**config.mk**
```make
export PLATFORM = sky130hd
export DESIGN_NAME = band_seq_ctrl
export DESIGN_NICKNAME = d
export VERILOG_FILES = /design/src/rtl/band_seq_ctrl.sv
export SDC_FILE = /design/constraint.sdc
export NUM_CORES = 1
export LEC_CHECK = 0
export CAP_MARGIN = 20
export CELL_PAD_IN_SITES_DETAIL_PLACEMENT = 1
export CELL_PAD_IN_SITES_GLOBAL_PLACEMENT = 1
export CORE_AREA = 2 2 47 58
export DETAILED_ROUTE_END_ITERATION = 8
export DIE_AREA = 0 0 49 60
export PLACE_DENSITY_LB_ADDON = 0.1
export SYNTH_ARGS = -nofsm -noshare
export SYNTH_HDL_FRONTEND = slang
export SYNTH_SLANG_ARGS = --single-unit
```
**constraint.sdc**
```tcl
create_clock -name clk -period 4.8 [get_ports clk]
set_clock_uncertainty 0.15 [all_clocks]
set_input_delay 0.96 -clock clk [delete_from_list [all_inputs] [get_ports clk]]
set_output_delay 0.96 -clock clk [all_outputs]
set_load 0.05 [all_outputs]
```
**src/rtl/band_seq_ctrl.sv**
```systemverilog
// Tap sequencer shared by the equalizer band FIR filters: one sequencing burst per
// accepted sample, a pipeline drain, then a single capture strobe.
module band_seq_ctrl #(
    parameter int NUM_TAPS = 1021,
    parameter int PIPE_DLY = 1,
    parameter int CNT_W    = 11
) (
    input  logic clk,
    input  logic rst_n,
    input  logic smpl_vld,
    input  logic q_full,
    input  logic clr_ovr,
    output logic sequencing,
    output logic cap,
    output logic busy,
    output logic overrun
);

    localparam int DLY_W = (PIPE_DLY > 1) ? $clog2(PIPE_DLY) : 1;
    localparam logic [CNT_W-1:0] TAP_LAST = CNT_W'(NUM_TAPS - 1);
    localparam logic [DLY_W-1:0] DLY_LAST = DLY_W'(PIPE_DLY - 1);

    typedef enum logic [1:0] {
        IDLE,
        SEQ,
        DRAIN,
        CAP
    } state_t;

    state_t             state;
    state_t             state_nxt;
    logic [CNT_W-1:0]   tap_cnt;
    logic [CNT_W-1:0]   tap_nxt;
    logic [DLY_W-1:0]   dly_cnt;
    logic [DLY_W-1:0]   dly_nxt;
    logic               ovr_evt;

    always_comb begin
        state_nxt = state;
        tap_nxt   = tap_cnt;
        dly_nxt   = dly_cnt;
        ovr_evt   = smpl_vld && (state != IDLE);

        case (state)
            IDLE: begin
                if (smpl_vld && q_full) begin
                    state_nxt = SEQ;
                    tap_nxt   = '0;
                end
            end
            SEQ: begin
                if (tap_cnt == TAP_LAST) begin
                    state_nxt = (PIPE_DLY == 0) ? CAP : DRAIN;
                    dly_nxt   = '0;
                end else if (tap_cnt > TAP_LAST) begin
                    state_nxt = IDLE;
                end else begin
                    tap_nxt = tap_cnt + 1'b1;
                end
            end
            DRAIN: begin
                // With no pipeline delay DRAIN is never entered; treat a stray visit as done.
                if ((PIPE_DLY == 0) || (dly_cnt == DLY_LAST)) begin
                    state_nxt = CAP;
                end else if (dly_cnt > DLY_LAST) begin
                    state_nxt = IDLE;
                end else begin
                    dly_nxt = dly_cnt + 1'b1;
                end
            end
            CAP: begin
                state_nxt = IDLE;
            end
            default: begin
                state_nxt = IDLE;
            end
        endcase
    end

    // Outputs are registered from the next state so they line up with the state register.
    always_ff @(posedge clk or negedge rst_n) begin
        if (!rst_n) begin
            state      <= IDLE;
            tap_cnt    <= '0;
            dly_cnt    <= '0;
            sequencing <= 1'b0;
            cap        <= 1'b0;
            busy       <= 1'b0;
            overrun    <= 1'b0;
        end else begin
            state      <= state_nxt;
            tap_cnt    <= tap_nxt;
            dly_cnt    <= dly_nxt;
            sequencing <= (state_nxt == SEQ);
            cap        <= (state_nxt == CAP);
            busy       <= (state_nxt != IDLE);
            if (ovr_evt) begin
                overrun <= 1'b1;
            end else if (clr_ovr) begin
                overrun <= 1'b0;
            end
        end
    end

endmodule
```
==> results.sh <==
export IMPL_outcome="finished clean"
export IMPL_fin_nets=95
export IMPL_n_antenna_cell=0
export IMPL_synth_nets=83
export IMPL_regToRegEndpoint="tap_cnt[8]"
export IMPL_arrival_ns=1.45
export IMPL_cts_buffers_inserted=3
export IMPL_dr_total_vias=646
export IMPL_p_sw_frac=0.390
export IMPL_tightest_slew_ns=0.789
export IMPL_finalCriticalPeriod_ns=2.56
export IMPL_final_setup_worst_slack_ns=2.24
export IMPL_grt_pass1_vias=643
export IMPL_ctsLongestPathBuffers=2
export IMPL_fin_crit_sh=0.534
export IMPL_critical_path_cell_chain="clkdlybuf4s50_1"
export IMPL_hold_path_class="reg2reg"
export IMPL_p_leak_uw=0.000384
export IMPL_final_core_util=0.394
export IMPL_first_pass_iters=4
export IMPL_layout_drive_gt1_share=0.115
export IMPL_place_ws_ns=2.43
export IMPL_initial_core_util=0.335
export IMPL_synth_area_um2=812
export IMPL_track_usage=0.144
export IMPL_whs_endpoint="overrun"
export IMPL_end_kind="output port"
export IMPL_h_tree_depth=1
export IMPL_pin_count=9
export IMPL_p_int_uw=257
export IMPL_dp_hpwl_um=1300
export IMPL_setup_violations=0
export IMPL_avgSynthCellArea_um2=10.7
export IMPL_routed_wl_um=1770
export IMPL_place_gp_congestion=0.674
export IMPL_post_cts_buffers=0
export IMPL_die_h_um=60
export IMPL_ys_warn_count=0
export IMPL_maxSlewViolCount=0
export IMPL_max_stage_delay_ns=0.80
export IMPL_cp_top_family="buffers and inverters"
export IMPL_comb_power_share=0.283
export IMPL_grt_ovfl_total=0
export IMPL_fillers=301
export IMPL_synth_seq_cells=17
export IMPL_clockPowerShare=0.192
export IMPL_hold_viol=0
export IMPL_power_density_nw_per_um2=440
export IMPL_clk_pin_slew_ns=0.10
export IMPL_fin_total_pwr_uw=421
export IMPL_final_antenna_net_count=0
export IMPL_regToRegStartpoint="tap_cnt[0]"
export IMPL_cpMaxStageDelayCell="clkdlybuf4s50_1"
export IMPL_grt_start_max_net_pins=18
export IMPL_max_freq_mhz=390
export IMPL_drt_iter0_markers=8
export IMPL_worst_setup_path_start_kind="register"
export IMPL_area_growth_pct=17.9
export IMPL_cts_num_sinks=17
export IMPL_ff2ff_path_depth=5
export IMPL_p_seq_frac=0.525
export IMPL_ir_drop_mv=0.179
export IMPL_viasPerCell=5.38
export IMPL_worst_ep_required_time_ns=3.69
export IMPL_hold_depth=2
export IMPL_clock_latency_ns=0.30
export IMPL_core_area_um2=2430
export IMPL_dp_cells=116
export IMPL_io_buffers=8
export IMPL_p_sw_uw=164
export IMPL_drc=0
export IMPL_cts_hold_buf=0
export IMPL_cts_resized_gates=0
export IMPL_cts_tree="built"
export IMPL_rsz0062_at_grt="false"
export IMPL_fin_cells=120
export IMPL_tns_ns=0
export IMPL_row_count=20
export IMPL_worstHoldStart="overrun"
export IMPL_crit_buf_inv=1
export IMPL_avgRoutedWirePerCell_um=14.7
export IMPL_max_cap_violations=0
export IMPL_slew_headroom=0.473
export IMPL_criticalPathCategory="reg2out"
export IMPL_grt_pass1_wl_um=3080
export IMPL_root_buffer="clkbuf_4"
export IMPL_antenna_found_initial=0
export IMPL_die_w_um=49
export IMPL_rrSetupSlack_ns=3.01
export IMPL_ys_types=27
export IMPL_syn_inst=76
export IMPL_dieArea_um2=2940
export IMPL_yosysSeqAreaShare=0.524
export IMPL_crit_fanout=2
## cell usage in the layout, fill, tap and decap left out, types with 2 or more instances in the layout
| cell | n |
|---|---|
| o31ai_1 | 3 |
| nand3_1 | 8 |
| ha_1 | 2 |
| nor2_1 | 3 |
| o21ai_0 | 7 |
| and3_1 | 2 |
| a21oi_1 | 2 |
| or3_1 | 2 |
| clkdlybuf4s50_1 | 8 |
| o211ai_1 | 4 |
| nor3_1 | 4 |
| clkbuf_4 | 3 |
| inv_1 | 5 |
| nand2_1 | 3 |
| dfrtp_1 | 17 |
## power by group through the flow
stage | clock network (uW) | logic (uW) | registers [uW]
3_3_place_gp | 0 | 119 | 224
5_1_grt | 89.8 | 138 | 229
4_1_cts | 83.7 | 122 | 222
2_1_floorplan | 0 | 70.2 | 230
6_report | 80.8 | 119 | 221
3_5_place_dp | 0 | 122 | 224
## cell type report
type / instances / area [um2] / share of cell area
tap: 33 / 41.3 / 0.0431
timing repair buffer: 8 / 80.1 / 0.0837
inverter: 5 / 18.8 / 0.0196
clock inverter: 1 / 5.00 / 0.00523
sequential: 17 / 425 / 0.444
clock buffer: 3 / 22.5 / 0.0235
multi-input combinational: 53 / 364 / 0.380
## sequential cells by signal, summed over array words and instances, names as in the netlist
name	count
busy	1
tap_cnt	11
cap	1
state	2
overrun	1
sequencing	1
## how the worst max path moves through the flow
stage | start | to | slack [ns] | cells past startpoint
global route | overrun | overrun | 2.20 | 1
finish | overrun | overrun | 2.24 | 1
detailed placement | smpl_vld | tap_cnt[3] | 2.43 | 4
floorplan | overrun | overrun | 3.09 | 0
global placement | smpl_vld | tap_cnt[3] | 2.47 | 4
CTS | overrun | overrun | 2.21 | 1
## cells in the mapped netlist
| cell type | instances | area [um2] |
|---|---|---|
| a41oi_1 | 1 | 8.76 |
| nor3b_4 | 1 | 18.8 |
| and2_1 | 1 | 6.26 |
| nand4_4 | 1 | 21.3 |
| clkbuf_1 | 1 | 3.75 |
| nor3_1 | 4 | 20.0 |
| nand3_1 | 8 | 40.0 |
| nand2_1 | 3 | 11.3 |
| a21oi_1 | 2 | 10.0 |
| a21oi_2 | 1 | 8.76 |
| and3_1 | 2 | 12.5 |
| o21ai_0 | 7 | 35.0 |
| or3_1 | 2 | 12.5 |
| a311oi_1 | 1 | 8.76 |
| and2b_2 | 1 | 8.76 |
| nor2_1 | 3 | 11.3 |
| ha_1 | 2 | 25.0 |
| dfrtp_1 | 17 | 425 |
| inv_1 | 5 | 18.8 |
| o41ai_1 | 1 | 8.76 |
| o31ai_1 | 3 | 22.5 |
| a31o_2 | 1 | 8.76 |
| o31ai_2 | 1 | 12.5 |
| o21ai_1 | 1 | 5.00 |
| nand4_1 | 1 | 6.26 |
| nand4bb_1 | 1 | 11.3 |
| o211ai_1 | 4 | 30.0 |
## logic make-up after synthesis
logic type,after synthesis,synth area share
compound gates,23,0.196
flops,17,0.524
fa+ha+maj,2,0.0308
simple gates,28,0.222
buf+inv,6,0.0277
## routing by layer
layer  track usage  wire length [um]  vias up
met5             0                 0        -
met4        0.0735                42        0
met3        0.0225                47        5
met2         0.237               819       11
met1         0.186               857      323
li1              -                 -      307
## tightest hold or removal path, cell delays in order, from the launching register on
cell and delay [ns]:
dfrtp_1 0.39, inv_1 0.05, o21ai_0 0.06
## per-stage QoR
stage / cell area, um2 / hold WS, ns
final: 957 / 0.382
after detailed placement: 930 / 0.362
after global placement: 930 / 0.353
after floorplan: 812 / 0.332
after CTS: 957 / 0.387
after global routing: 957 / 0.407
Power figures use the tool's default switching activity.
